--- config.mk ---
export PLATFORM = sky130hd
export DESIGN_NAME = act_rd_port_flat
export DESIGN_NICKNAME = d
export VERILOG_FILES = /design/src/rtl/act_pkg.sv /design/src/rtl/act_rd_port_if.sv /design/src/rtl/act_rd_fifo.sv /design/src/rtl/act_rd_port.sv /design/src/flat_wrapper.sv
export SDC_FILE = /design/constraint.sdc
export NUM_CORES = 2
export LEC_CHECK = 0
export CAP_MARGIN = 20
export CORE_AREA = 2 2 332 334
export DETAILED_ROUTE_END_ITERATION = 6
export DIE_AREA = 0 0 334 336
export MAX_ROUTING_LAYER = met4
export PLACE_DENSITY = 0.73
export SKIP_CTS_REPAIR_TIMING = 1
export SYNTH_ARGS = -nofsm -noshare
export SYNTH_HDL_FRONTEND = slang
export SYNTH_HIERARCHICAL = 1
export SYNTH_SLANG_ARGS = --single-unit
--- constraint.sdc ---
create_clock -name clk -period 4.62 [get_ports clk]
set_input_delay 0.924 -clock clk [delete_from_list [all_inputs] [get_ports clk]]
set_output_delay 0.924 -clock clk [all_outputs]
set_load 0.1 [all_outputs]
--- src/rtl/act_pkg.sv ---
// Shared types and constants for the activation SRAM read and write ports.
package act_pkg;

  localparam int ACT_W  = 256;
  localparam int BANK_W = 128;
  localparam int ADDR_W = 15;
  localparam int LEN_W  = 13;

  // Last byte address of a bank; issuing a read here wraps to 0 on the other pair.
  localparam logic [ADDR_W-1:0] PP_ADDR_LIMIT = 15'd32752;
  localparam logic [ADDR_W-1:0] ADDR_STEP     = 15'd16;

  typedef enum logic [1:0] {
    IDLE  = 2'd0,
    ISSUE = 2'd1,
    DRAIN = 2'd2
  } state_e;

  // One entry of the read-latency pipe: valid, bank pair tag, and whether
  // this read was the last one of its pair.
  typedef struct packed {
    logic vld;
    logic tag;
    logic wrap;
  } rd_tag_t;

endpackage

--- src/rtl/act_rd_port_if.sv ---
// Beat stream from the activation read port to the compute array.
interface act_rd_port_if;
  import act_pkg::*;

  logic [ACT_W-1:0] data_o;
  logic             data_valid;
  logic             data_ready;

  modport master (output data_o, output data_valid, input data_ready);
  modport slave  (input data_o, input data_valid, output data_ready);

endinterface

--- src/rtl/act_rd_fifo.sv ---
// Show-ahead FIFO built as a shift queue: slot 0 is always the head, so the
// output word comes straight from a flop and reads 0 whenever the queue is empty.
module act_rd_fifo #(
  parameter int WIDTH = 256,
  parameter int DEPTH = 4
) (
  input  logic                       clk,
  input  logic                       rst,
  input  logic                       push,
  input  logic [WIDTH-1:0]           push_data,
  input  logic                       pop,
  output logic [WIDTH-1:0]           data_o,
  output logic [$clog2(DEPTH+1)-1:0] count
);

  localparam int CNT_W = $clog2(DEPTH + 1);
  localparam logic [CNT_W-1:0] DEPTH_C = CNT_W'(DEPTH);

  logic [WIDTH-1:0] mem_q [DEPTH];
  logic [WIDTH-1:0] mem_d [DEPTH];
  logic [CNT_W-1:0] count_q, count_d;

  // Pop shifts every entry one slot toward the head; push lands in the first free slot.
  always_comb begin
    mem_d   = mem_q;
    count_d = count_q;
    if (pop && (count_q != '0)) begin
      for (int i = 0; i < DEPTH - 1; i++) begin
        mem_d[i] = mem_q[i+1];
      end
      mem_d[DEPTH-1] = '0;
      count_d        = count_q - CNT_W'(1);
    end
    if (push && (count_d != DEPTH_C)) begin
      for (int i = 0; i < DEPTH; i++) begin
        if (CNT_W'(i) == count_d) begin
          mem_d[i] = push_data;
        end
      end
      count_d = count_d + CNT_W'(1);
    end
  end

  // Storage and occupancy registers.
  always_ff @(posedge clk) begin
    if (rst) begin
      for (int i = 0; i < DEPTH; i++) begin
        mem_q[i] <= '0;
      end
      count_q <= '0;
    end else begin
      mem_q   <= mem_d;
      count_q <= count_d;
    end
  end

  assign data_o = mem_q[0];
  assign count  = count_q;

endmodule

--- src/rtl/act_rd_port.sv ---
// Activation read port: bursts reads out of the Ping (banks 0/1) or Pong
// (banks 2/3) pair, buffers the returning beats and streams them to compute.
//
//   state | meaning
//   IDLE  | waiting for rd_start; a zero-length start only pulses done
//   ISSUE | issuing one read per cycle while the FIFO has credit
//   DRAIN | all reads issued, waiting for the last beat to be accepted
module act_rd_port
  import act_pkg::*;
#(
  parameter int RD_LAT     = 1,
  parameter int FIFO_DEPTH = 4
) (
  input  logic              clk,
  input  logic              rst,
  input  logic              rd_start,
  input  logic [LEN_W-1:0]  rd_len,
  output logic              done,
  output logic              busy,
  output logic              rce_0,
  output logic              rce_1,
  output logic              rce_2,
  output logic              rce_3,
  output logic [ADDR_W-1:0] raddr_0,
  output logic [ADDR_W-1:0] raddr_1,
  output logic [ADDR_W-1:0] raddr_2,
  output logic [ADDR_W-1:0] raddr_3,
  input  logic [BANK_W-1:0] rdata_0,
  input  logic [BANK_W-1:0] rdata_1,
  input  logic [BANK_W-1:0] rdata_2,
  input  logic [BANK_W-1:0] rdata_3,
  output logic [1:0]        bank_free,
  act_rd_port_if.master     out_if
);

  localparam int CNT_W = $clog2(FIFO_DEPTH + 1);

  state_e            state_q, state_d;
  logic [ADDR_W-1:0] rd_addr_q, rd_addr_d;
  logic [ADDR_W-1:0] raddr_q, raddr_d;
  logic              pp_q, pp_d;
  logic [LEN_W-1:0]  issue_left_q, issue_left_d;
  logic [LEN_W-1:0]  accept_left_q, accept_left_d;
  logic              done_q, done_d;
  rd_tag_t           pipe_q [RD_LAT];
  rd_tag_t           pipe_d [RD_LAT];

  logic [CNT_W-1:0]  fifo_count;
  logic [CNT_W-1:0]  inflight;
  logic              issue;
  logic              wrap;
  logic              accept;
  rd_tag_t           pipe_out;
  logic [ACT_W-1:0]  push_data;

  // Reads already sent to the SRAM whose data has not yet landed in the FIFO.
  always_comb begin
    inflight = '0;
    for (int i = 0; i < RD_LAT; i++) begin
      inflight = inflight + CNT_W'(pipe_q[i].vld);
    end
  end

  // Only issue when every outstanding read is guaranteed a FIFO slot.
  assign issue     = (state_q == ISSUE) &&
                     ((int'(fifo_count) + int'(inflight)) < FIFO_DEPTH);
  assign wrap      = (rd_addr_q >= PP_ADDR_LIMIT);
  assign accept    = out_if.data_valid & out_if.data_ready;
  assign pipe_out  = pipe_q[RD_LAT-1];
  assign push_data = pipe_out.tag ? {rdata_3, rdata_2} : {rdata_1, rdata_0};

  // Next-state for the burst FSM, address walk, counters and latency pipe.
  always_comb begin
    state_d       = state_q;
    rd_addr_d     = rd_addr_q;
    raddr_d       = raddr_q;
    pp_d          = pp_q;
    issue_left_d  = issue_left_q;
    accept_left_d = accept_left_q;
    done_d        = 1'b0;
    pipe_d        = pipe_q;

    pipe_d[0] = '{vld: issue, tag: pp_q, wrap: issue & wrap};
    for (int i = 1; i < RD_LAT; i++) begin
      pipe_d[i] = pipe_q[i-1];
    end

    if (issue) begin
      raddr_d      = rd_addr_q;
      issue_left_d = issue_left_q - LEN_W'(1);
      if (wrap) begin
        rd_addr_d = '0;
        pp_d      = ~pp_q;
      end else begin
        rd_addr_d = rd_addr_q + ADDR_STEP;
      end
    end

    if (accept) begin
      accept_left_d = accept_left_q - LEN_W'(1);
    end

    unique case (state_q)
      IDLE: begin
        if (rd_start) begin
          if (rd_len != '0) begin
            issue_left_d  = rd_len;
            accept_left_d = rd_len;
            state_d       = ISSUE;
          end else begin
            done_d = 1'b1;
          end
        end
      end
      ISSUE: begin
        if (issue && (issue_left_q == LEN_W'(1))) begin
          state_d = DRAIN;
        end
      end
      DRAIN: begin
        if (accept && (accept_left_q == LEN_W'(1))) begin
          done_d  = 1'b1;
          state_d = IDLE;
        end
      end
      default: state_d = IDLE;
    endcase
  end

  // Burst FSM and datapath registers; reset drops in-flight reads and the address.
  always_ff @(posedge clk) begin
    if (rst) begin
      state_q       <= IDLE;
      rd_addr_q     <= '0;
      raddr_q       <= '0;
      pp_q          <= 1'b0;
      issue_left_q  <= '0;
      accept_left_q <= '0;
      done_q        <= 1'b0;
      for (int i = 0; i < RD_LAT; i++) begin
        pipe_q[i] <= '0;
      end
    end else begin
      state_q       <= state_d;
      rd_addr_q     <= rd_addr_d;
      raddr_q       <= raddr_d;
      pp_q          <= pp_d;
      issue_left_q  <= issue_left_d;
      accept_left_q <= accept_left_d;
      done_q        <= done_d;
      pipe_q        <= pipe_d;
    end
  end

  act_rd_fifo #(
    .WIDTH (ACT_W),
    .DEPTH (FIFO_DEPTH)
  ) u_fifo (
    .clk       (clk),
    .rst       (rst),
    .push      (pipe_out.vld),
    .push_data (push_data),
    .pop       (accept),
    .data_o    (out_if.data_o),
    .count     (fifo_count)
  );

  assign out_if.data_valid = (fifo_count != '0);

  assign rce_0 = issue & ~pp_q;
  assign rce_1 = issue & ~pp_q;
  assign rce_2 = issue &  pp_q;
  assign rce_3 = issue &  pp_q;

  // The address bus shows the live address while issuing and otherwise holds the last one.
  assign raddr_0 = issue ? rd_addr_q : raddr_q;
  assign raddr_1 = raddr_0;
  assign raddr_2 = raddr_0;
  assign raddr_3 = raddr_0;

  assign done      = done_q;
  assign busy      = (state_q != IDLE);
  assign bank_free = {pipe_out.vld & pipe_out.wrap & pipe_out.tag,
                      pipe_out.vld & pipe_out.wrap & ~pipe_out.tag};

endmodule

--- src/flat_wrapper.sv ---
// flat-port wrapper written by rule: the top's interface ports become plain ports
module act_rd_port_flat import act_pkg::*;
#(
  parameter int RD_LAT     = 1,
  parameter int FIFO_DEPTH = 4
)
  (clk, rst, rd_start, rd_len, done, busy, rce_0, rce_1, rce_2, rce_3, raddr_0, raddr_1, raddr_2, raddr_3, rdata_0, rdata_1, rdata_2, rdata_3, bank_free, out_if_data_o, out_if_data_valid, out_if_data_ready);
  act_rd_port_if out_if_i ();
  input  logic clk;
  input  logic rst;
  input  logic rd_start;
  input  logic [LEN_W-1:0] rd_len;
  output logic done;
  output logic busy;
  output logic rce_0;
  output logic rce_1;
  output logic rce_2;
  output logic rce_3;
  output logic [ADDR_W-1:0] raddr_0;
  output logic [ADDR_W-1:0] raddr_1;
  output logic [ADDR_W-1:0] raddr_2;
  output logic [ADDR_W-1:0] raddr_3;
  input  logic [BANK_W-1:0] rdata_0;
  input  logic [BANK_W-1:0] rdata_1;
  input  logic [BANK_W-1:0] rdata_2;
  input  logic [BANK_W-1:0] rdata_3;
  output logic [1:0] bank_free;
  output wire logic [$bits(out_if_i.data_o)-1:0] out_if_data_o;
  output wire logic [$bits(out_if_i.data_valid)-1:0] out_if_data_valid;
  input wire logic [$bits(out_if_i.data_ready)-1:0] out_if_data_ready;
  assign out_if_data_o = out_if_i.data_o;
  assign out_if_data_valid = out_if_i.data_valid;
  assign out_if_i.data_ready = out_if_data_ready;
  act_rd_port #(.RD_LAT(RD_LAT), .FIFO_DEPTH(FIFO_DEPTH)) u_core (.clk(clk), .rst(rst), .rd_start(rd_start), .rd_len(rd_len), .done(done), .busy(busy), .rce_0(rce_0), .rce_1(rce_1), .rce_2(rce_2), .rce_3(rce_3), .raddr_0(raddr_0), .raddr_1(raddr_1), .raddr_2(raddr_2), .raddr_3(raddr_3), .rdata_0(rdata_0), .rdata_1(rdata_1), .rdata_2(rdata_2), .rdata_3(rdata_3), .bank_free(bank_free), .out_if(out_if_i));
endmodule
==> key figures <==
Finish
  • Post-layout nets: ~6300
  • Fill cell count: roughly 9200
  • Utilization after layout: 0.584
  • Commonest non-fill, non-tap cell in the layout: dfxtp_1
  • Layout area overhead: 20.5%
  • Layout cells sized above 1: 0.152
  • Most frequent cells in the layout: dfxtp_1, clkdlybuf4s50_1, mux2i_1

STA
  • Fin crit share: 0.911
  • Clk_skew: 0.0270 ns
  • Final setup viols: 0
  • Slew margin rel.: 0.238
  • Worst-margin pin slew: about 1.1 ns
  • Max-slew violations: 0
  • Clock period minus worst slack: between 4 and 5 ns
  • Fin. Hold Viols: 0
  • Sum Neg Setup Slack: 0 ns
  • RSZ-0062 raised after global routing: false
  • Fmax: 238 MHz

Critical path
  • Crit Path Max Fanout: 27
  • Worst Path Arrival: around 3.3 ns
  • Reg2reg setup slack: about 0.73 ns
  • Worst r2r dst: u_core/u_fifo/mem_q[90]$_SDFF_PP0_
  • Worst Path Class, Setup: flop to primary output
  • Worst R2R Path Depth: 12
  • Setup crit end kind: primary output
  • Required time worst endpoint: around 3.7 ns
  • CP startpoint kind: flop
  • Worst r2r src: u_core/u_fifo/count[0]$_SDFF_PP0_

Power
  • Leak Pwr: about 0.027 uW
  • Pwr dens: 395 nW/um^2
  • Tot Pwr: 25000 uW
  • VDD IR max: 0.304 mV

Run
  • # Max-Cap Violations: 0

Drt
  • DRC: 0
  • WL final: 142000 um
  • First-pass DRT Iterations: 6
  • Final ANT Viol Nets: 0
  • WL/cell: 19.5 um
  • Initial DRC Count: roughly 3300
  • Via total after detailed routing: 41700
  • Vias/cell: 5.72

Floorplan
  • Site Rows: 121
  • Ports: 854
  • Initial core utilization: 0.484
  • Chip Height: 336 um
  • Die ar.: roughly 110000 sq um
  • Core area: approximately 110000 sq um
  • Die Wd: roughly 330 um

CTS
  • TritonCTS Buffers: 111
  • Clk slew on worst S/H paths: 0.06 ns
  • CTS tree: built
  • Sink Count: 1086
  • Worst-skew pair later-pin latency: 0.70 ns
  • Root Driver: clkbuf_16
  • CTS max path bufs: 3
  • Htree depth: 3

Yosys
  • YS warnings: 6
  • Main synth FF type: dfxtp_1
  • Sequential area share after synthesis: 0.414
  • Async set-reset flop share out of synthesis: 0
  • FF+latch count, synth: 1086
  • EDFF count, synth: 0
  • Netlist cell types: 57
  • Synth Area per Inst: 9.48 sq um
  • Synth Cell Area: around 53000 sq um
  • Synth Instances: 5540
  • Syn nets: 6077

Hold path
  • Worst hold path depth: 2
  • Worst Hold End: u_core/u_fifo/mem_q[70]$_SDFF_PP0_
  • Worst hold start: u_core/u_fifo/mem_q[70]$_SDFF_PP0_
  • Min-delay worst type: flop to flop

GRT
  • Antenna violations before repair: 1
  • Aggregate global-route resource usage: 0.248
  • Number of global-route vias before repair: 40100
  • Wire length of the first global-routing pass: roughly 220000 um
  • Largest net degree at the start of global routing: 185
  • Total congestion overflow: 0

Placement
  • Number of port buffers: roughly 850
  • GPL Wtd Cong: 0.848
  • Post-detail-place hpwl: 92600 um

Status
  • Status: finished clean
## where the power goes
part	switching (uW)	total (uW)	leakage (uW)	internal, uW
Sequential	306	10100	0.00879	9830
Clock	3820	9030	0.00185	5210
Combinational	4030	5840	0.0161	1810
Total	8150	25000	0.0267	16900
## layer usage
layer	routed length, um	GRT usage	up-vias
met2	69000	0.412	1141
met1	62200	0.316	20200
li1	-	-	20200
met4	3360	0.0716	0
met3	7360	0.0334	187
met5	0	-	-
## registers in the layout, indices dropped and copies added, names as in the netlist, 2 cells and up
register and flops:
u_core/u_fifo/count 3, u_core/rd_addr_q 11, u_core/pipe_out 3, u_core/raddr_q 15
u_core/issue_left_q 13, u_core/u_fifo/mem_q 768, u_core/accept_left_q 13, u_core/u_fifo/data_o 256
u_core/state_q 2
## worst max path at each step
stage	start	end	cells past startpoint	slack (ns)
floorplan	u_core/state_q[0]$_SDFFE_PP0P_	rce_1	6	0.76
global placement	out_if_data_ready	u_core/u_fifo/mem_q[112]$_SDFF_PP0_	13	0.45
detailed placement	out_if_data_ready	u_core/u_fifo/mem_q[141]$_SDFF_PP0_	13	0.37
CTS	u_core/pipe_out[2]$_SDFF_PP0_	raddr_3[8]	5	0.39
global route	u_core/pipe_out[2]$_SDFF_PP0_	raddr_0[1]	5	0.29
finish	u_core/pipe_out[2]$_SDFF_PP0_	raddr_0[1]	5	0.41
## cell families after synthesis
kind of cell	share of synthesized area
AND/OR/NAND/NOR	0.121
AO/OA/AOI/OAI	0.167
flip-flops	0.414
multiplexers	0.204
buffers and inverters	0.0884
XOR/XNOR	0.00367
adder cells (fa/ha/maj)	0.00191
## final cells by class
class | instances | area [sq um] | share of cell area
inverter | 12 | 45.0 | 0.000712
clock inverter | 36 | 335 | 0.00530
sequential | 1086 | 21700 | 0.344
clock buffer | 170 | 3380 | 0.0535
antenna | 1 | 2.50 | 0.0000396
timing repair buffer | 965 | 9780 | 0.155
tap | 1414 | 1770 | 0.0280
multi-input combinational | 3606 | 26200 | 0.414
## synthesized netlist by cell type, types with 2 or more instances
library cell | count | share of area
nand4b_1 | 2 | 0.00033
nand3_1 | 263 | 0.025
xnor2_1 | 11 | 0.0018
nor2_1 | 536 | 0.038
buf_2 | 88 | 0.0084
a211oi_2 | 241 | 0.057
nand2b_1 | 5 | 0.00060
or2_1 | 2 | 0.00024
nor3b_1 | 2 | 0.00029
nor2b_1 | 5 | 0.00060
a21oi_1 | 285 | 0.027
inv_1 | 12 | 0.00086
clkbuf_1 | 375 | 0.027
mux2_2 | 267 | 0.057
nor3_1 | 271 | 0.026
o21ai_0 | 6 | 0.00057
o41ai_1 | 2 | 0.00033
o31ai_1 | 16 | 0.0023
buf_4 | 303 | 0.043
nor4_1 | 6 | 0.00071
or4_1 | 5 | 0.00071
o21ai_2 | 2 | 0.00033
ha_1 | 8 | 0.0019
a211oi_1 | 531 | 0.076
and3_1 | 7 | 0.00083
a31oi_1 | 8 | 0.00095
and2_1 | 21 | 0.0025
buf_6 | 28 | 0.0060
or3_1 | 11 | 0.0013
dfxtp_1 | 1086 | 0.41
and4_1 | 4 | 0.00067
nand3b_1 | 2 | 0.00029
xor2_1 | 11 | 0.0018
o221ai_1 | 2 | 0.00033
nand2_1 | 274 | 0.020
mux2i_1 | 770 | 0.15
or2_2 | 2 | 0.00024
nand4_1 | 9 | 0.0011
buf_1 | 42 | 0.0030
or4_4 | 2 | 0.00043
## worst max-delay path, cell delays in order, from the launching register on
cell,delay (ns)
dfxtp_1,0.71
nand3_1,0.15
buf_4,0.23
nand2_1,0.67
and2_1,0.45
buf_4,0.36
## metrics by stage
| stage | hold slack [ns] | instance area [sq um] | setup slack (ns) | std cells |
|---|---|---|---|---|
| detailed placement | 0.458 | 59500 | 0.369 | 7083 |
| CTS | 0.465 | 63300 | 0.390 | 7289 |
| global placement | 0.452 | 59500 | 0.448 | 7083 |
| finish | 0.463 | 63300 | 0.411 | 7290 |
| global route | 0.482 | 63300 | 0.288 | 7290 |
| floorplan | 0.444 | 52500 | 0.760 | 5540 |
No activity file was read; power rests on OpenSTA's default activity.
